==> config.mk <==
export PLATFORM = sky130hd
export DESIGN_NAME = multicycle_sequencer
export DESIGN_NICKNAME = d
export VERILOG_FILES = /design/src/rtl/multicycle_sequencer.sv
export SDC_FILE = /design/constraint.sdc
export NUM_CORES = 1
export LEC_CHECK = 0
export CAP_MARGIN = 20
export CORE_AREA = 2 2 75 77
export DETAILED_ROUTE_END_ITERATION = 10
export DIE_AREA = 0 0 77 79
export PLACE_DENSITY = 0.5
export SETUP_SLACK_MARGIN = 0.2
export SYNTH_ARGS = -nofsm -noshare
export SYNTH_HDL_FRONTEND = slang
export SYNTH_SLANG_ARGS = --single-unit
export TNS_END_PERCENT = 1
==> constraint.sdc <==
create_clock -name CLK -period 2.5 [get_ports CLK]
set_input_delay 0.625 -clock CLK [delete_from_list [all_inputs] [get_ports CLK]]
set_output_delay 0.625 -clock CLK [all_outputs]
set_load 0.03 [all_outputs]
==> src/rtl/multicycle_sequencer.sv <==
// multicycle_sequencer
//   Control FSM for a shared multi-cycle datapath (one ALU, one unified
//   memory port, register file, PC/IR/ALUOut). Each instruction walks
//   FETCH -> DECODE -> EXEC -> MEM -> WB as its class requires. Memory
//   handshakes through MemReady with a bounded wait. Illegal opcodes and
//   memory timeouts park the FSM in HALT with a sticky Fault.
//
// Ports
//   CLK, Reset_L             clock, async active-low reset
//   Opcode, FuncCode         IR[31:26], IR[5:0]
//   Zero                     ALU zero flag (branch resolution)
//   MemReady                 memory completes the current request this cycle
//   Stall                    hold at the next instruction boundary (FETCH only)
//   PCWrite .. SignExtend    datapath strobes and selects
//   ALUSrcA/ALUSrcB/ALUOp    ALU operand selects and operation
//   PCSource                 next-PC source
//   State                    FETCH 0, DECODE 1, EXEC 2, MEM 3, WB 4, HALT 7
//   InstrDone                pulse in the last cycle of each instruction
//   Fault                    sticky fault flag
//
// Outputs are a decode of the registered state and latched opcode class,
// qualified by MemReady/Zero/Stall where needed, and forced to 0 while
// Reset_L is low.
module multicycle_sequencer #(
  parameter int unsigned TIMEOUT = 15
) (
  input  logic       CLK,
  input  logic       Reset_L,
  input  logic [5:0] Opcode,
  input  logic [5:0] FuncCode,
  input  logic       Zero,
  input  logic       MemReady,
  input  logic       Stall,
  output logic       PCWrite,
  output logic       IRWrite,
  output logic       RegWrite,
  output logic       MemRead,
  output logic       MemWrite,
  output logic       IorD,
  output logic       RegDst,
  output logic       MemToReg,
  output logic       SignExtend,
  output logic [1:0] ALUSrcA,
  output logic [1:0] ALUSrcB,
  output logic [3:0] ALUOp,
  output logic [1:0] PCSource,
  output logic [2:0] State,
  output logic       InstrDone,
  output logic       Fault
);

  typedef enum logic [2:0] {
    ST_FETCH  = 3'd0,
    ST_DECODE = 3'd1,
    ST_EXEC   = 3'd2,
    ST_MEM    = 3'd3,
    ST_WB     = 3'd4,
    ST_HALT   = 3'd7
  } state_t;

  typedef enum logic [3:0] {
    CL_R     = 4'd0,
    CL_LW    = 4'd1,
    CL_SW    = 4'd2,
    CL_BEQ   = 4'd3,
    CL_J     = 4'd4,
    CL_ADDI  = 4'd5,
    CL_ADDIU = 4'd6,
    CL_SLTI  = 4'd7,
    CL_SLTIU = 4'd8,
    CL_ANDI  = 4'd9,
    CL_ORI   = 4'd10,
    CL_XORI  = 4'd11,
    CL_LUI   = 4'd12,
    CL_ILL   = 4'd15
  } class_t;

  localparam logic [5:0] OP_R     = 6'b000000;
  localparam logic [5:0] OP_LW    = 6'b100011;
  localparam logic [5:0] OP_SW    = 6'b101011;
  localparam logic [5:0] OP_BEQ   = 6'b000100;
  localparam logic [5:0] OP_J     = 6'b000010;
  localparam logic [5:0] OP_ORI   = 6'b001101;
  localparam logic [5:0] OP_ADDI  = 6'b001000;
  localparam logic [5:0] OP_ADDIU = 6'b001001;
  localparam logic [5:0] OP_ANDI  = 6'b001100;
  localparam logic [5:0] OP_LUI   = 6'b001111;
  localparam logic [5:0] OP_SLTI  = 6'b001010;
  localparam logic [5:0] OP_SLTIU = 6'b001011;
  localparam logic [5:0] OP_XORI  = 6'b001110;

  localparam logic [3:0] ALU_AND   = 4'b0000;
  localparam logic [3:0] ALU_OR    = 4'b0001;
  localparam logic [3:0] ALU_ADD   = 4'b0010;
  localparam logic [3:0] ALU_SLT   = 4'b0111;
  localparam logic [3:0] ALU_ADDU  = 4'b1000;
  localparam logic [3:0] ALU_XOR   = 4'b1010;
  localparam logic [3:0] ALU_SLTU  = 4'b1011;
  localparam logic [3:0] ALU_LUI   = 4'b1110;
  localparam logic [3:0] ALU_FUNCT = 4'b1111;

  localparam logic [7:0] TIMEOUT_CNT = 8'(TIMEOUT);

  // Map a raw opcode onto its instruction class; anything unlisted is illegal.
  function automatic class_t classify(input logic [5:0] op);
    case (op)
      OP_R:     classify = CL_R;
      OP_LW:    classify = CL_LW;
      OP_SW:    classify = CL_SW;
      OP_BEQ:   classify = CL_BEQ;
      OP_J:     classify = CL_J;
      OP_ADDI:  classify = CL_ADDI;
      OP_ADDIU: classify = CL_ADDIU;
      OP_SLTI:  classify = CL_SLTI;
      OP_SLTIU: classify = CL_SLTIU;
      OP_ANDI:  classify = CL_ANDI;
      OP_ORI:   classify = CL_ORI;
      OP_XORI:  classify = CL_XORI;
      OP_LUI:   classify = CL_LUI;
      default:  classify = CL_ILL;
    endcase
  endfunction

  state_t     state_r;
  state_t     state_nxt;
  class_t     class_r;
  class_t     dec_class_s;
  logic [7:0] wait_cnt_r;
  logic       fault_r;

  logic       mem_req_s;
  logic       timeout_s;
  logic       shift_s;

  logic       pc_write_s, ir_write_s, reg_write_s, mem_read_s, mem_write_s;
  logic       iord_s, reg_dst_s, mem_to_reg_s, sign_ext_s, instr_done_s;
  logic [1:0] alu_src_a_s, alu_src_b_s, pc_source_s;
  logic [3:0] alu_op_s;

  assign dec_class_s = classify(Opcode);
  assign timeout_s   = (wait_cnt_r == TIMEOUT_CNT);
  // Shift instructions take their A operand from the shamt field.
  assign shift_s     = (FuncCode == 6'b000000) || (FuncCode == 6'b000010) ||
                       (FuncCode == 6'b000011);

  // Next-state and per-state control decode.
  always_comb begin
    state_nxt    = state_r;
    mem_req_s    = 1'b0;
    pc_write_s   = 1'b0;
    ir_write_s   = 1'b0;
    reg_write_s  = 1'b0;
    mem_read_s   = 1'b0;
    mem_write_s  = 1'b0;
    iord_s       = 1'b0;
    reg_dst_s    = 1'b0;
    mem_to_reg_s = 1'b0;
    sign_ext_s   = 1'b0;
    instr_done_s = 1'b0;
    alu_src_a_s  = 2'd0;
    alu_src_b_s  = 2'd0;
    pc_source_s  = 2'd0;
    alu_op_s     = ALU_AND;
    case (state_r)
      ST_FETCH: begin
        // A nonzero wait count means the fetch was already issued, so a
        // late Stall must not withdraw it.
        if (!Stall || (wait_cnt_r != 8'd0)) begin
          mem_req_s   = 1'b1;
          mem_read_s  = 1'b1;
          alu_src_b_s = 2'd1;
          alu_op_s    = ALU_ADD;
          if (MemReady) begin
            ir_write_s = 1'b1;
            pc_write_s = 1'b1;
            state_nxt  = ST_DECODE;
          end else if (timeout_s) begin
            state_nxt = ST_HALT;
          end else begin
            state_nxt = ST_FETCH;
          end
        end else begin
          state_nxt = ST_FETCH;
        end
      end
      ST_DECODE: begin
        // Branch target PC + (imm<<2) is computed here into ALUOut.
        alu_src_b_s = 2'd3;
        alu_op_s    = ALU_ADD;
        sign_ext_s  = 1'b1;
        case (dec_class_s)
          CL_J: begin
            pc_write_s   = 1'b1;
            pc_source_s  = 2'd2;
            instr_done_s = 1'b1;
            state_nxt    = ST_FETCH;
          end
          CL_ILL:  state_nxt = ST_HALT;
          default: state_nxt = ST_EXEC;
        endcase
      end
      ST_EXEC: begin
        alu_src_a_s = 2'd1;
        alu_src_b_s = 2'd2;
        state_nxt   = ST_WB;
        case (class_r)
          CL_R: begin
            alu_src_a_s = shift_s ? 2'd2 : 2'd1;
            alu_src_b_s = 2'd0;
            alu_op_s    = ALU_FUNCT;
          end
          CL_ADDI:  begin alu_op_s = ALU_ADD;  sign_ext_s = 1'b1; end
          CL_ADDIU: begin alu_op_s = ALU_ADDU; sign_ext_s = 1'b1; end
          CL_SLTI:  begin alu_op_s = ALU_SLT;  sign_ext_s = 1'b1; end
          CL_SLTIU: begin alu_op_s = ALU_SLTU; sign_ext_s = 1'b1; end
          CL_ANDI:  alu_op_s = ALU_AND;
          CL_ORI:   alu_op_s = ALU_OR;
          CL_XORI:  alu_op_s = ALU_XOR;
          CL_LUI:   alu_op_s = ALU_LUI;
          CL_LW, CL_SW: begin
            alu_op_s   = ALU_ADD;
            sign_ext_s = 1'b1;
            state_nxt  = ST_MEM;
          end
          CL_BEQ: begin
            // rs XOR rt drives Zero; the target is already in ALUOut.
            alu_src_b_s  = 2'd0;
            alu_op_s     = ALU_XOR;
            pc_source_s  = 2'd1;
            pc_write_s   = Zero;
            instr_done_s = 1'b1;
            state_nxt    = ST_FETCH;
          end
          default: state_nxt = ST_HALT;
        endcase
      end
      ST_MEM: begin
        iord_s    = 1'b1;
        mem_req_s = 1'b1;
        case (class_r)
          CL_LW: begin
            mem_read_s = 1'b1;
            if (MemReady) begin
              state_nxt = ST_WB;
            end else if (timeout_s) begin
              state_nxt = ST_HALT;
            end else begin
              state_nxt = ST_MEM;
            end
          end
          CL_SW: begin
            mem_write_s = 1'b1;
            if (MemReady) begin
              instr_done_s = 1'b1;
              state_nxt    = ST_FETCH;
            end else if (timeout_s) begin
              state_nxt = ST_HALT;
            end else begin
              state_nxt = ST_MEM;
            end
          end
          default: begin
            mem_req_s = 1'b0;
            state_nxt = ST_HALT;
          end
        endcase
      end
      ST_WB: begin
        reg_write_s  = 1'b1;
        instr_done_s = 1'b1;
        reg_dst_s    = (class_r == CL_R);
        mem_to_reg_s = (class_r == CL_LW);
        state_nxt    = ST_FETCH;
      end
      ST_HALT:  state_nxt = ST_HALT;
      default:  state_nxt = ST_HALT;
    endcase
  end

  // FSM state, opcode class, memory wait counter and sticky fault.
  always_ff @(posedge CLK or negedge Reset_L) begin
    if (!Reset_L) begin
      state_r    <= ST_FETCH;
      class_r    <= CL_R;
      wait_cnt_r <= 8'd0;
      fault_r    <= 1'b0;
    end else begin
      state_r <= state_nxt;
      if (state_r == ST_DECODE) begin
        class_r <= dec_class_s;
      end else begin
        class_r <= class_r;
      end
      // Counts consecutive unanswered request cycles; any other cycle clears
      // it, so it starts from zero on every entry to FETCH or MEM.
      if (mem_req_s && !MemReady) begin
        wait_cnt_r <= wait_cnt_r + 8'd1;
      end else begin
        wait_cnt_r <= 8'd0;
      end
      if (state_nxt == ST_HALT) begin
        fault_r <= 1'b1;
      end else begin
        fault_r <= fault_r;
      end
    end
  end

  // Reset_L gating keeps every control output quiet the instant reset falls.
  assign PCWrite    = pc_write_s   & Reset_L;
  assign IRWrite    = ir_write_s   & Reset_L;
  assign RegWrite   = reg_write_s  & Reset_L;
  assign MemRead    = mem_read_s   & Reset_L;
  assign MemWrite   = mem_write_s  & Reset_L;
  assign IorD       = iord_s       & Reset_L;
  assign RegDst     = reg_dst_s    & Reset_L;
  assign MemToReg   = mem_to_reg_s & Reset_L;
  assign SignExtend = sign_ext_s   & Reset_L;
  assign InstrDone  = instr_done_s & Reset_L;
  assign ALUSrcA    = alu_src_a_s  & {2{Reset_L}};
  assign ALUSrcB    = alu_src_b_s  & {2{Reset_L}};
  assign ALUOp      = alu_op_s     & {4{Reset_L}};
  assign PCSource   = pc_source_s  & {2{Reset_L}};
  assign State      = state_r;
  assign Fault      = fault_r;

endmodule

* Yosys cells after proc, flatten, opt, wreduce, memory -nomap -nowiden
Memory sizes are Yosys's and may differ from the RTL's.
Index checks and enable logic that the tools add are counted.
** Word-level totals
- Word-level logic and storage cells :: 102
- ROM bits :: 256
- Flip-flop bits (word level) :: 16
- Input port bits :: 17
- Output and inout port bits :: 24
- Memories :: 1
** Memories
- (name not given) :: words 64, width 4, rd ports 1, clocked after memory_dff 0, wr ports 0, line 106 : case (op)
** Operators by class
- Bitwise operators :: 14
- Muxes and demuxes :: 45
- Add/subtract/negate cells :: 1
- Reduce and logical (&&, ||, !) cells :: 16
- Equality and inequality tests :: 21
** Operators by type and width (number)
- 4-bit case mux with 8 select lines :: 1
- 4-bit == test, second input constant :: 6
- 1-bit 2-to-1 mux :: 19
- 3-bit 2-to-1 mux :: 6
- 4-bit by 3-bit == test with 1-bit output, second input constant :: 4
- 3-bit case mux with 5 select lines :: 1
- 6-bit by 2-bit == test with 1-bit output, second input constant :: 2
- 2-bit 2-to-1 mux :: 6
- 3-bit case mux with 2 select lines :: 2
- 4-bit case mux with 3 select lines :: 1
- 1-bit AND :: 10
- 3-bit case mux with 3 select lines :: 1
- 9-bit OR reduction :: 1
- 8-bit by 1-bit adder with 8-bit output, second input constant :: 1
- 4-bit by 2-bit == test with 1-bit output, second input constant :: 2
- 8-bit by 4-bit == test with 1-bit output, second input constant :: 1
- 8-bit 2-to-1 mux :: 1
- 8-bit nonzero test :: 1
- 2-bit AND :: 3
- 3-bit by 2-bit == test with 1-bit output, second input constant :: 2
- 3-bit == test, second input constant :: 2
- 6-bit logical NOT :: 1
- 1-bit case mux with 2 select lines :: 3
- 2-bit case mux with 3 select lines :: 1
- other kinds (14) :: 19

* Longest topological paths before layout
- Depth after elaboration :: 7
- Depth in mapped cells :: 8
- Gate-level depth less buffers :: 7

* Worst setup path after synthesis
OpenSTA, ideal clock, no wires.
- Path type :: reg-to-output
- Start :: reg state_r[1] (netlist: State[1])
- End :: out MemWrite
- Slack :: -657 ps
- Cell stages (with the launch flop) :: 5
- Data required time :: 1875 ps
- Arrival :: 2532 ps
- Buffers on the path :: 1
- Cell sequence :: dfrtp_1 > clkbuf_1 > nand2_1 > nor3_1 > nor3b_1
** Between the ends
- Cells in the longest elaborated chain, start to end :: 3
** Ends and longest elaborated chain
- start: declaration :: line 124 : state_t state_r;
- start signal: assignment :: line 288 : state_r <= state_nxt;
- 3-bit by 2-bit == test with 1-bit output :: line 164 : case (state_r)
- 1-bit 2-to-1 mux :: line 164
- 1-bit AND :: line 314 : assign MemWrite = mem_write_s & Reset_L;
- end: declaration :: line 38 : output logic MemWrite,
Every way passes these cells.

* Worst setup path in the final report
- Start :: in Opcode[0]
- End :: out PCWrite
** Between the ends
- Cells in the longest elaborated chain, start to end :: 5
** Ends and longest elaborated chain
- start: declaration :: line 29 : input logic [5:0] Opcode,
- memory 64 x 4 bit
- 4-bit by 3-bit == test with 1-bit output :: line 191 : case (dec_class_s)
- 1-bit 2-to-1 mux :: line 191
- 1-bit case mux with 3 select lines :: line 164
- 1-bit AND :: line 310 : assign PCWrite = pc_write_s & Reset_L;
- end: declaration :: line 34 : output logic PCWrite,
Every way passes these cells.

==> out/metrics.csv <==
stage,metric,value,unit
run_status,status,finished with violations,
run_status,violated checks,negative setup slack,
logic_synthesis,Yosys top cell by area,dfrtp_1,
route,DRT iter0 DRCs,95,
floorplanning,Initial Utilization,27.7,%
cts,CTS tree,done,
floorplanning,die height,79,µm
logic_synthesis,Synth top cells by count,"nor2_1, dfrtp_1, nand2_1",
logic_synthesis,synthesized area per cell,7.71,µm²
cells_and_area,layout net count,278,
sta,Tmin final,2.88,ns
grt,vias in the first global route,1477,
pwr,PwrDens,258,mW/mm²
run,max cap viols,0,
place,Placement Cell Area,0.00214,mm²
sta,endpoints failing hold,0,
cells_and_area,final core utilization,42.6,%
place,DP HPWL,3.29,mm
place,PortBufs,40,
logic_synthesis,Synth area leaders,"dfrtp_1, nor2_1, o21ai_0, ha_1, nand2_1",
worst_setup_path,R2R depth,8,
logic_synthesis,Yosys top cell area share,27.0,%
worst_setup_path,worst reg2reg startpoint,wait_cnt_r[1],
route,final wirelength,4.09,mm
logic_synthesis,most common flop cell mapped by yosys,dfrtp_1,
cts,CTS H-Tree Depth,1,
pwr,Lkg Pwr,0.954,nW
cts,clk_lat worst skew,0.25,ns
floorplanning,core area,0.00534,mm²
floorplanning,Die W,77,µm
logic_synthesis,Synth Instances,192,
cts,Post-CTS Hold Buffers,0,
floorplanning,die area,0.00608,mm²
logic_synthesis,Synth Cell Area,0.00148,mm²
route,via/cell ratio,4.75,
sta,f_max,348,MHz
logic_synthesis,post-synth cell types,47,
logic_synthesis,"Seq/Total Area, Yosys",27.0,%
worst_setup_path,Crit Path Max Fanout,4,
cts,clk root buf,clkbuf_8,
logic_synthesis,syn nets,214,
cts,Clock Path Buffers,2,
sta,RSZ-0062 raised after global routing,true,
worst_setup_path,Startpoint Class,primary input,
route,drt pass-1 iters,4,
sta,final slew viol count,0,
grt,pin count of the biggest net entering global routing,16,
grt,antenna violations before repair,0,
worst_setup_path,worst path arrival time,2.25,ns
logic_synthesis,#FFs+latches synth,16,
logic_synthesis,Ys Warns,0,
sta,max_slew headroom,65.3,%
cts,CTS Buf Count,3,
route,routed len/inst,12.5,µm
cells_and_area,cell area after layout,0.00228,mm²
sta,Final Cycle Share,115,%
cts,clock slew seen by the registers of the worst setup and hold paths,0.07,ns
worst_setup_path,RR Endpoint,wait_cnt_r[7],
logic_synthesis,"EDFF count, synth",0,
worst_setup_path,Crit. End Element,output pin,
route,drt drc,0,
cells_and_area,area grow syn2layout,53.8,%
worst_setup_path,data required time of the worst path,1.88,ns
place,RePlAce Congestion,0.845,
cells_and_area,fin cells,327,
floorplanning,Rows,27,
cts,Clock Sinks,16,
worst_setup_path,critical path class,in2out,
grt,first-pass GRT wire length,6.95,mm
route,post-route ant nets,0,
min_path,worst hold path type,in2async,
floorplanning,I/O Pins,41,
worst_setup_path,r2r setup slk,0.54,ns
grt,GRT Total Usage,14.0,%
sta,Setup TNS Final,-1.28,ns
sta,fin worst setup slack,-0.376,ns
grt,aggregate global routing overflow,0,
pwr,Overall Power,0.587,mW
cells_and_area,number of diodes,0,
logic_synthesis,most common cell in the netlist,nor2_1,
sta,Post-Route Skew,0.00514,ns
cts,number of setup buffers added after CTS,0,
sta,Least-Margin Pin Slew,0.516,ns
cells_and_area,layout cells sized above 1,33.3,%
place,placed cells,323,
route,via count,1554,
sta,Final setup viols,7,
logic_synthesis,asr flop ratio synth,100,%
pwr,worst vdd ir,0.000167,V
## cells in the final DEF (no fill, tap or decap), drive strengths merged, types with 4 or more instances in the layout
master / netlist / layout
nand3b: 4 / 4
nor2b: 7 / 7
nand2: 16 / 16
nor2: 30 / 30
clkbuf: 2 / 4
ha: 5 / 5
a21oi: 11 / 11
xnor2: 4 / 4
buf: 7 / 52
o21ai: 13 / 13
or4: 4 / 4
clkdlybuf4s50: 0 / 12
dfrtp: 16 / 16
nor3: 6 / 6
nand3: 8 / 8
and3: 4 / 4
inv: 12 / 12
## metal layers
layer  vias up  wire length [µm]  part of all wire (%)  GRT usage (%)
met5         -                 0                     0              0
li1        812                 -                     -              -
met3         5               186                   4.5           2.05
met1       699              1930                    47           18.3
met2        38              1920                    47           24.0
met4         0                52                   1.3           4.29
## through the flow
step                setup slack, ns  hold slack [ns]
global placement             -0.916            0.487
finish                       -0.376            0.317
floorplan                    -0.206            0.329
global route                 -0.428            0.331
CTS                          -0.440            0.497
detailed placement           -0.941            0.470
## critical path: stages
cell,delay [ns]
buf_8,0.10
ha_4,0.15
and4bb_2,0.24
a31oi_2,0.16
nand3_1,0.11
or4_4,0.57
a21oi_4,0.15
buf_6,0.14
## state kept, by name, summed over array words and instances (netlist names)
register    cells
Fault           1
State           3
wait_cnt_r      8
class_r         4
## power by group
| group | internal [mW] | switching (mW) | total, mW |
|---|---|---|---|
| Combinational | 0.0534 | 0.0431 | 0.0965 |
| Sequential | 0.259 | 0.000928 | 0.260 |
| Clock | 0.140 | 0.0902 | 0.230 |
| Total | 0.453 | 0.134 | 0.587 |
## worst max path at each step
| stage | from | to | slack [ns] | depth (start not counted) |
|---|---|---|---|---|
| 6_report | Opcode[0] | PCWrite | -0.38 | 8 |
| 5_1_grt | Opcode[0] | PCWrite | -0.43 | 9 |
| 4_1_cts | Opcode[0] | PCWrite | -0.44 | 8 |
| 3_5_place_dp | Opcode[0] | InstrDone | -0.94 | 9 |
| 3_3_place_gp | Opcode[0] | InstrDone | -0.92 | 9 |
| 2_1_floorplan | Opcode[0] | InstrDone | -0.21 | 6 |
## final cells by class
type / count / area, µm²
Fill cell: 595 / 3060
Multi-Input combinational cell: 155 / 1090
Timing Repair Buffer: 68 / 592
Sequential cell: 16 / 400
Tap cell: 72 / 90.1
Clock buffer: 4 / 55.1
Inverter: 12 / 45.0
## kinds of logic (layout without fill, tap and decap cells)
| group | count (synthesis) | in the layout | synth area share [%] |
|---|---|---|---|
| and+or+nand+nor | 97 | 97 | 35.2 |
| AOI/OAI and AO/OA | 44 | 44 | 20.9 |
| buffers and inverters | 21 | 84 | 7.18 |
| DFF | 16 | 16 | 27.0 |
| xor gates and xnor gates | 7 | 7 | 4.14 |
| adders and majority gates | 5 | 5 | 4.23 |
| muxes | 2 | 2 | 1.35 |
## what timing repair did
| action | in CTS | in global routing |
|---|---|---|
| pin swaps | 8 | 5 |
| resized for setup | 33 | 18 |
| gates cloned | 0 | 0 |
| endpoints found under the setup margin | 23 | 20 |
(Power assumes the default switching activity.)
